--- config.mk ---
export PLATFORM = sky130hd
export DESIGN_NAME = cond_type_decode_stage
export DESIGN_NICKNAME = d
export VERILOG_FILES = /design/src/rtl/cond_type_decode_stage_pkg.sv /design/src/rtl/cond_type_decode_stage_cond_check.sv /design/src/rtl/cond_type_decode_stage.sv
export SDC_FILE = /design/constraint.sdc
export NUM_CORES = 1
export LEC_CHECK = 0
export ABC_AREA = 1
export CAP_MARGIN = 20
export CORE_ASPECT_RATIO = 1.75
export CORE_MARGIN = 10
export CORE_UTILIZATION = 38
export CTS_CLUSTER_DIAMETER = 120
export DETAILED_ROUTE_END_ITERATION = 10
export DONT_BUFFER_PORTS = 1
export MAX_ROUTING_LAYER = met4
export PLACE_DENSITY = 0.51
export SYNTH_ARGS = -nofsm -noshare
export SYNTH_HDL_FRONTEND = slang
export SYNTH_SLANG_ARGS = --single-unit
--- constraint.sdc ---
create_clock -name CLK -period 6.3 [get_ports CLK]
set_input_delay 1.26 -clock CLK [delete_from_list [all_inputs] [get_ports CLK]]
set_output_delay 1.26 -clock CLK [all_outputs]
set_load 0.02 [all_outputs]
--- src/rtl/cond_type_decode_stage_pkg.sv ---
// Shared encodings for the condition/type decode stage and the condition checker.
package cond_type_decode_stage_pkg;

  localparam logic [3:0] COND_EQ = 4'h0;
  localparam logic [3:0] COND_NE = 4'h1;
  localparam logic [3:0] COND_CS = 4'h2;
  localparam logic [3:0] COND_CC = 4'h3;
  localparam logic [3:0] COND_MI = 4'h4;
  localparam logic [3:0] COND_PL = 4'h5;
  localparam logic [3:0] COND_VS = 4'h6;
  localparam logic [3:0] COND_VC = 4'h7;
  localparam logic [3:0] COND_HI = 4'h8;
  localparam logic [3:0] COND_LS = 4'h9;
  localparam logic [3:0] COND_GE = 4'hA;
  localparam logic [3:0] COND_LT = 4'hB;
  localparam logic [3:0] COND_GT = 4'hC;
  localparam logic [3:0] COND_LE = 4'hD;
  localparam logic [3:0] COND_AL = 4'hE;

  localparam logic [2:0] TYPE_R = 3'b000;
  localparam logic [2:0] TYPE_I = 3'b001;
  localparam logic [2:0] TYPE_D = 3'b010;
  localparam logic [2:0] TYPE_B = 3'b101;

  // One-hot bit positions of OutClass; they double as counter indices.
  localparam int         NUM_CLS = 5;
  localparam logic [2:0] CLS_R   = 3'd0;
  localparam logic [2:0] CLS_I   = 3'd1;
  localparam logic [2:0] CLS_D   = 3'd2;
  localparam logic [2:0] CLS_B   = 3'd3;
  localparam logic [2:0] CLS_U   = 3'd4;

  localparam int         NUM_CNT  = 6;
  localparam logic [2:0] SEL_R    = 3'd0;
  localparam logic [2:0] SEL_I    = 3'd1;
  localparam logic [2:0] SEL_D    = 3'd2;
  localparam logic [2:0] SEL_B    = 3'd3;
  localparam logic [2:0] SEL_U    = 3'd4;
  localparam logic [2:0] SEL_SKIP = 3'd5;

endpackage

--- src/rtl/cond_type_decode_stage_cond_check.sv ---
// Combinational ARM condition-code evaluator against an NZCV flag nibble.
module cond_type_decode_stage_cond_check
  import cond_type_decode_stage_pkg::*;
(
  input  logic [3:0] cond,
  input  logic [3:0] nzcv,
  output logic       pass
);

  logic n, z, c, v;
  assign {n, z, c, v} = nzcv;

  always_comb begin
    pass = 1'b1;
    case (cond)
      COND_EQ: pass = z;
      COND_NE: pass = ~z;
      COND_CS: pass = c;
      COND_CC: pass = ~c;
      COND_MI: pass = n;
      COND_PL: pass = ~n;
      COND_VS: pass = v;
      COND_VC: pass = ~v;
      COND_HI: pass = c & ~z;
      COND_LS: pass = ~c | z;
      COND_GE: pass = (n == v);
      COND_LT: pass = (n != v);
      COND_GT: pass = ~z & (n == v);
      COND_LE: pass = z | (n != v);
      default: pass = 1'b1; // AL and the 0xF encoding both execute
    endcase
  end

endmodule

--- src/rtl/cond_type_decode_stage.sv ---
// Registered condition/type decode stage: NZCV register with bypass, one-hot class,
// one-entry valid/ready output register and saturating per-class statistics.
module cond_type_decode_stage
  import cond_type_decode_stage_pkg::*;
#(
  parameter int INSTR_W  = 32,
  parameter int TYPE_LSB = 25,
  parameter int TYPE_W   = 3,
  parameter int CNT_W    = 16
) (
  input  logic               CLK,
  input  logic               Reset,
  input  logic               InValid,
  output logic               InReady,
  input  logic [INSTR_W-1:0] InInstr,
  input  logic [1:0]         FlagWrite,
  input  logic [3:0]         FlagsIn,
  output logic               OutValid,
  input  logic               OutReady,
  output logic [INSTR_W-1:0] OutInstr,
  output logic               OutCondMet,
  output logic [NUM_CLS-1:0] OutClass,
  output logic [3:0]         Flags,
  input  logic               CntClear,
  input  logic [2:0]         CntSel,
  output logic [CNT_W-1:0]   CntValue
);

  localparam logic [CNT_W-1:0] CNT_ONE = {{(CNT_W-1){1'b0}}, 1'b1};
  localparam logic [CNT_W-1:0] CNT_MAX = {CNT_W{1'b1}};

  logic                out_valid_q, out_valid_d;
  logic [INSTR_W-1:0]  out_instr_q, out_instr_d;
  logic                out_cond_met_q, out_cond_met_d;
  logic [NUM_CLS-1:0]  out_class_q, out_class_d;
  logic [3:0]          flags_q, flags_d;
  logic [CNT_W-1:0]    cnt_q [NUM_CNT];
  logic [CNT_W-1:0]    cnt_d [NUM_CNT];

  logic [TYPE_W-1:0]   type_fld;
  logic                upper_zero;
  logic                accept;
  logic                cond_met;
  logic [2:0]          cls_idx;
  logic [2:0]          inc_idx;
  logic [NUM_CLS-1:0]  onehot;

  assign InReady  = ~out_valid_q | OutReady;
  assign accept   = InValid & InReady;
  assign type_fld = InInstr[TYPE_LSB +: TYPE_W];

  generate
    if (TYPE_W > 3) begin : g_wide_type
      assign upper_zero = ~|type_fld[TYPE_W-1:3];
    end else begin : g_narrow_type
      assign upper_zero = 1'b1;
    end
  endgenerate

  // Flag register next state is exactly the bypassed view the condition sees.
  always_comb begin
    flags_d = flags_q;
    if (FlagWrite[1]) flags_d[3:2] = FlagsIn[3:2];
    if (FlagWrite[0]) flags_d[1:0] = FlagsIn[1:0];
  end

  cond_type_decode_stage_cond_check u_cond_check (
    .cond (InInstr[INSTR_W-1 -: 4]),
    .nzcv (flags_d),
    .pass (cond_met)
  );

  always_comb begin
    cls_idx = CLS_U;
    if (upper_zero) begin
      case (type_fld[2:0])
        TYPE_R:  cls_idx = CLS_R;
        TYPE_I:  cls_idx = CLS_I;
        TYPE_D:  cls_idx = CLS_D;
        TYPE_B:  cls_idx = CLS_B;
        default: cls_idx = CLS_U;
      endcase
    end
    onehot          = '0;
    onehot[cls_idx] = 1'b1;
    inc_idx         = cond_met ? cls_idx : SEL_SKIP;
  end

  always_comb begin
    out_valid_d    = out_valid_q;
    out_instr_d    = out_instr_q;
    out_cond_met_d = out_cond_met_q;
    out_class_d    = out_class_q;
    if (accept) begin
      out_valid_d    = 1'b1;
      out_instr_d    = InInstr;
      out_cond_met_d = cond_met;
      out_class_d    = onehot & {NUM_CLS{cond_met}};
    end else if (OutReady) begin
      out_valid_d    = 1'b0;
    end
  end

  always_comb begin
    for (int i = 0; i < NUM_CNT; i++) begin
      cnt_d[i] = cnt_q[i];
      if (CntClear) begin
        cnt_d[i] = '0;
      end else if (accept && (3'(i) == inc_idx) && (cnt_q[i] != CNT_MAX)) begin
        cnt_d[i] = cnt_q[i] + CNT_ONE;
      end
    end
  end

  always_ff @(posedge CLK or posedge Reset) begin
    if (Reset) begin
      out_valid_q    <= 1'b0;
      out_instr_q    <= '0;
      out_cond_met_q <= 1'b0;
      out_class_q    <= '0;
      flags_q        <= '0;
      cnt_q          <= '{default: '0};
    end else begin
      out_valid_q    <= out_valid_d;
      out_instr_q    <= out_instr_d;
      out_cond_met_q <= out_cond_met_d;
      out_class_q    <= out_class_d;
      flags_q        <= flags_d;
      cnt_q          <= cnt_d;
    end
  end

  always_comb begin
    case (CntSel)
      SEL_R:    CntValue = cnt_q[CLS_R];
      SEL_I:    CntValue = cnt_q[CLS_I];
      SEL_D:    CntValue = cnt_q[CLS_D];
      SEL_B:    CntValue = cnt_q[CLS_B];
      SEL_U:    CntValue = cnt_q[CLS_U];
      SEL_SKIP: CntValue = cnt_q[SEL_SKIP];
      default:  CntValue = '0;
    endcase
  end

  assign OutValid   = out_valid_q;
  assign OutInstr   = out_instr_q;
  assign OutCondMet = out_cond_met_q;
  assign OutClass   = out_class_q;
  assign Flags      = flags_q;

endmodule

==> flow_metrics.py, run 1 <==
metrics = {
    "outcome": {
        "status": "completed",
    },
    "cells_and_area": {
        "multi_input_area_mm2": 0.00457,
        "drive_above_1_share": 0.0684,
        "final_nets": 1224,
        "fill_cells": 2417,
        "antenna_cells": 0,
        "area_growth_pct": 9.88,
        "seqCellArea_mm2": 0.00348,
    },
    "global_route": {
        "grt_overflow_total": 0,
        "grt_pass1_vias": 7930,
        "antenna_found_initial": 0,
        "grt_use_total": 0.199,
        "grt_pass1_wl_mm": 44.7,
        "grt_max_degree": 118,
    },
    "sta": {
        "fin_crit_ps": 4000,
        "max_freq_mhz": 250,
        "maxSlewHeadroom": 0.414,
        "tns_ps": 0,
        "tightest_slew_ps": 879,
        "setup_viol": 0,
        "skew_ps": 9.64,
        "final_hold_viol_count": 0,
        "drv_slew": 0,
        "rsz0062_at_grt": "no",
        "finalCritPeriodShare": 0.635,
    },
    "pwr": {
        "clock_power_share": 0.479,
        "p_seq_frac": 0.439,
        "ir_drop_v": 0.000159,
        "power_density_mw_per_mm2": 246,
        "power.share.combinational": 0.083,
        "p_total_mw": 2.35,
        "p_leak_nw": 4.48,
        "p_int_mw": 1.68,
        "swShare": 0.286,
        "power.switching_mw": 0.672,
    },
    "clock_tree": {
        "cts_sinks": 139,
        "path_clk_slew_ps": 60,
        "htreeDepth": 4,
        "clock_latency_ps": 450,
        "hold_buffers": 0,
        "post_cts_buffers": 0,
        "cts_made_buffers": 17,
        "cts_repair_resize_count": 0,
        "clockBufferDepth": 2,
        "cts_tree": "done",
        "cts_root_buf": "clkbuf_16",
    },
    "route": {
        "totalWireLength_mm": 28.2,
        "drc": 0,
        "wl_per_cell_um": 19.0,
        "ant_nets": 0,
        "drt_iter0_markers": 565,
        "via_per_inst": 5.40,
        "drt-pass1-iter-count": 6,
        "vias": 8016,
    },
    "synth": {
        "ys_warn_count": 0,
        "synthCells": 1189,
        "synth_xor_area_frac": 0.0686,
        "syn_avg_cell_area_um2": 7.30,
        "synth_top_area_cell": "dfrtp_1",
        "synth_top_family_by_area": "simple AND/OR/NAND/NOR gates",
        "yosys.area_share.simple": 0.381,
        "async_reset_ff_frac": 1.00,
        "ys_ff_latch": 139,
        "synthFlopType": "dfrtp_1",
        "synth_top_cell_area_share": 0.401,
        "synthAdderAreaFrac": 0.00865,
        "ys_seq_area_frac": 0.401,
        "synth-edff-count": 0,
        "synth_area_leaders": "dfrtp_1 (40%), nand2_1 (16%), nand3_1 (8.2%)",
        "synth_mux_area_frac": 0,
        "yosysUniqueCellTypes": 47,
        "synth_compound_gate_area_share": 0.0679,
        "synth_nets": 1241,
        "syn_area_mm2": 0.00868,
    },
    "critical_path": {
        "worst-path-max-fanout": 10,
        "setup.worst_path.end_class": "primary output",
        "crit_path_start_kind": "primary input",
        "path_class": "in2out",
        "worstPathArrival_ps": 2740,
        "cp.required_ps": 5040,
    },
    "die": {
        "coreArea_mm2": 0.0227,
        "die_h_um": 220,
        "die_w_um": 134,
        "rows": 73,
        "initial_utilization": 0.383,
        "io_pins": 106,
        "die_area_mm2": 0.0295,
    },
    "flow_run": {
        "cap_violations": 0,
    },
    "place": {
        "portBuffers": 0,
        "gp_congestion": 0.936,
        "hpwl_mm": 20.5,
    },
    "min_path": {
        "hold_path_class": "reg2reg",
    },
}
Yosys cell counts (4+ instances only):
master	instances
buf_2	10
o21ai_2	10
clkbuf_1	21
nand3_1	142
a221oi_1	8
nor2_1	136
nand2_2	4
nand2_1	369
dfrtp_1	139
nand2_4	5
o21ai_0	20
buf_6	5
buf_1	5
inv_2	6
ha_1	6
o22ai_1	9
inv_1	96
a22oi_1	14
nor3_1	32
o211ai_1	10
a21oi_1	8
xor2_1	65
nand4_1	31
worst max-delay path, cell delays in order:
cell and delay, ps:
inv_1 40, nor3_2 460, clkinv_1 400, o22ai_1 230, a21oi_1 80, o211ai_1 260
layer usage:
| metal | vias up | global-route usage | part of all wire |
|---|---|---|---|
| met5 | - | - | 0 |
| met4 | 0 | 0.0965 | 0.041 |
| met3 | 83 | 0.0534 | 0.069 |
| met2 | 281 | 0.330 | 0.49 |
| met1 | 3805 | 0.217 | 0.40 |
| li1 | 3847 | - | - |
sequential cells by signal (all words and copies together), names as in the netlist:
signal,count
cnt_q,96
OutValid,1
OutCondMet,1
OutInstr,32
Flags,4
OutClass,5
final timing paths:
| kind | start | to | slack [ps] | depth (start not counted) |
|---|---|---|---|---|
| max | CntSel[0] | CntValue[5] | 2300 | 6 |
| min | cnt_q[1] | cnt_q[1] | 540 | 2 |
| max reg2reg | OutValid | cnt_q[11] | 3490 | 8 |
| min reg2reg | cnt_q[1] | cnt_q[1] | 540 | 2 |
| max in group asynchronous | Reset | OutInstr[2] | 4200 | 2 |
| min in group asynchronous | Reset | Flags[0] | 810 | 1 |
layout by cell type (no fill, tap or decap), types with 4 or more instances in the layout:
cell,netlist,routed
a22oi_1,14,14
dfrtp_1,139,139
nand2_2,4,4
nor3_1,32,32
o21ai_0,20,20
xor2_1,65,65
a21oi_1,8,8
inv_1,96,95
ha_1,6,6
o21ai_2,10,10
nand4_1,31,31
o211ai_1,10,10
nand3_1,142,142
o22ai_1,9,9
inv_6,0,7
buf_4,1,6
clkbuf_16,0,17
a221oi_1,8,8
inv_2,6,5
nand2_4,5,5
nor2_1,136,136
nand2_1,369,369
bufinv_16,0,4
stage by stage:
stage               instance area (um2)  cells  hold slack [ps]   util  setup slack [ps]
CTS                                9530   1484              549  0.421              1930
global placement                   8880   1452              527  0.392              1980
detailed placement                 8880   1452              529  0.392              1930
floorplan                          8680   1189              498      -              1320
finish                             9540   1485              544  0.421              2300
global route                       9540   1485              589  0.421              2180
power by group through the flow:
| stage | logic [mW] | registers [mW] | clock network (mW) |
|---|---|---|---|
| after floorplan | 0.161 | 1.03 | 0 |
| after global placement | 0.195 | 1.05 | 0 |
| after detailed placement | 0.197 | 1.05 | 0 |
| after CTS | 0.198 | 1.03 | 1.15 |
| after global routing | 0.223 | 1.04 | 1.18 |
| final | 0.194 | 1.03 | 1.12 |
cell type report:
class,instances,area share
clock buffer,19,0.0465
clock inverter,13,0.0211
inverter,104,0.0416
multi-input combinational,902,0.479
sequential,139,0.365
tap,300,0.0394
timing repair buffer,8,0.00761
cells by family (layout without fill, tap and decap cells):
kind of cell | after synthesis | count (layout)
AND/OR/NAND/NOR | 742 | 742
buffers and inverters | 148 | 144
flip-flops | 139 | 139
AO/OA/AOI/OAI | 86 | 86
XOR/XNOR | 68 | 68
adder cells (fa/ha/maj) | 6 | 6
Power figures use the tool's default switching activity.
==> run 2, diff against run 1 <==
==> constraint.sdc (replaced) <==
create_clock -name CLK -period 3.9 [get_ports CLK]
set_input_delay 0.78 -clock CLK [delete_from_list [all_inputs] [get_ports CLK]]
set_output_delay 0.78 -clock CLK [all_outputs]
set_load 0.02 [all_outputs]
==> flow_metrics.py, run 2 (synthesis gave the netlist of run 1 again) <==
metrics = {
    "outcome": {
        "status": "completed",
    },
    "critical_path": {
        "cp.required_ps": 3120,
        "worstPathCellList": "inv_1, nor3_2, clkinv_1, o22ai_1, a21oi_1, o211ai_1",
        "worstPathArrival_ps": 2500,
        "max_stage_delay_ps": 460,
        "cp_slowest_cell": "nor3_2",
        "path_delay_family": "compound AO/OA/AOI/OAI gates",
        "worst-path-max-fanout": 10,
        "crit_buf_inv": 2,
        "setup.worst_path.end_class": "primary output",
        "crit_path_start_kind": "primary input",
        "ff2ff_setup_slack_ps": 980,
        "path_class": "in2out",
    },
    "clock_tree": {
        "htreeDepth": 4,
        "hold_buffers": 0,
        "cts_made_buffers": 17,
        "cts_repair_resize_count": 0,
        "clock_latency_ps": 450,
        "clockBufferDepth": 2,
        "cts_tree": "done",
        "post_cts_buffers": 0,
        "path_clk_slew_ps": 60,
        "cts_sinks": 139,
        "cts_root_buf": "clkbuf_16",
    },
    "route": {
        "via_per_inst": 5.26,
        "ant_nets": 0,
        "vias": 7822,
        "drc": 0,
        "drt_iter0_markers": 376,
        "wl_per_cell_um": 18.6,
        "totalWireLength_mm": 27.7,
        "drt-pass1-iter-count": 4,
    },
    "cells_and_area": {
        "antenna_cells": 0,
        "fin_util": 0.420,
        "largest_reg_flops": 96,
        "final_common_cell": "nand2_1",
        "top_register": "cnt_q",
        "design_area_mm2": 0.00952,
        "final_cell_mix": "nand2_1 (369), nand3_1 (142), dfrtp_1 (139)",
        "area_growth_pct": 9.69,
        "drive_above_1_share": 0.0715,
        "final_nets": 1227,
    },
    "sta": {
        "setup_viol": 0,
        "drv_slew": 0,
        "worst_hold_slack_ps": 356,
        "finalWorstSetupSlack_ps": 620,
        "finalCritPeriodShare": 0.841,
        "max_freq_mhz": 305,
        "rsz0062_at_grt": "no",
        "skew_ps": 8.49,
        "fin_crit_ps": 3280,
        "tns_ps": 0,
        "maxSlewHeadroom": 0.416,
        "tightest_slew_ps": 874,
        "final_hold_viol_count": 0,
    },
    "pwr": {
        "p_int_mw": 2.59,
        "p_seq_frac": 0.450,
        "power.switching_mw": 1.10,
        "power_density_mw_per_mm2": 388,
        "ir_drop_v": 0.000282,
        "clock_power_share": 0.464,
        "power.share.combinational": 0.086,
        "p_leak_nw": 4.47,
        "swShare": 0.298,
    },
    "global_route": {
        "grt_pass1_vias": 7869,
        "grt_use_total": 0.196,
        "grt_max_degree": 67,
        "grt_pass1_wl_mm": 44.0,
        "grt_overflow_total": 0,
        "antenna_found_initial": 0,
    },
    "die": {
        "die_area_mm2": 0.0295,
        "rows": 73,
        "coreArea_mm2": 0.0227,
        "io_pins": 106,
        "die_h_um": 220,
        "initial_utilization": 0.383,
        "die_w_um": 134,
    },
    "place": {
        "pre_cts_slack_ps": 623,
        "portBuffers": 0,
        "hpwl_mm": 20.6,
        "gp_congestion": 0.955,
        "placed_area_mm2": 0.00891,
    },
    "flow_run": {
        "cap_violations": 0,
    },
    "min_path": {
        "hold_path_class": "in2async",
    },
}
[run 2: cell types whose count changed in the layout (fill, tap and decap cells not counted), sizes merged]
cell      delta
clkinv       +1
buf          +4
clkinvlp     +2
bufinv       -2
clkbuf       -1
inv          -1
[run 2: final timing paths]
path                                   from      endpoint  depth (start not counted)
worst max-delay path              CntSel[0]   CntValue[0]                          6
max in group asynchronous             Reset     cnt_q[49]                          2
worst min-delay path                  Reset     cnt_q[18]                          1
min in group CLK                InInstr[13]  OutInstr[13]                          2
worst min register to register    cnt_q[38]     cnt_q[38]                          2
worst max register to register     cnt_q[0]      cnt_q[5]                          9
[run 2: worst register-to-register path, stage by stage, from the launching register on]
cell,delay [ps]
dfrtp_1,430
ha_1,210
nand3_1,160
nor2_1,270
nand2_1,130
nor2_1,110
nand4_1,150
nand4_1,440
nand2_1,590
o21ai_0,340
[run 2: metrics by stage]
step,power [mW],std cells
finish,3.69,1488
global route,3.86,1488
CTS,3.76,1488
detailed placement,2.02,1456
global placement,2.01,1456
floorplan,1.92,1189
[run 2: final cells by class]
cell class	instances	area (um2)
Multi-Input combinational cell	902	4570
Clock buffer	19	453
Clock inverter	13	154
Fill cell	2438	13100
Timing Repair Buffer	11	95.1
Inverter	104	395
Sequential cell	139	3480
Tap cell	300	375
[run 2: metal layers]
layer	up-vias	global-route usage	wire length, um	part of all wire
met4	0	0.0878	898	0.032
met2	184	0.328	14000	0.51
met3	55	0.0627	1960	0.071
li1	3848	-	-	-
met5	-	-	0	0
met1	3735	0.207	10800	0.39
[run 2: power by group through the flow]
stage | clock network [mW] | registers, mW | logic [mW]
6_report | 1.71 | 1.66 | 0.316
5_1_grt | 1.82 | 1.68 | 0.364
4_1_cts | 1.76 | 1.67 | 0.324
3_5_place_dp | 0 | 1.70 | 0.323
3_3_place_gp | 0 | 1.69 | 0.320
2_1_floorplan | 0 | 1.66 | 0.261
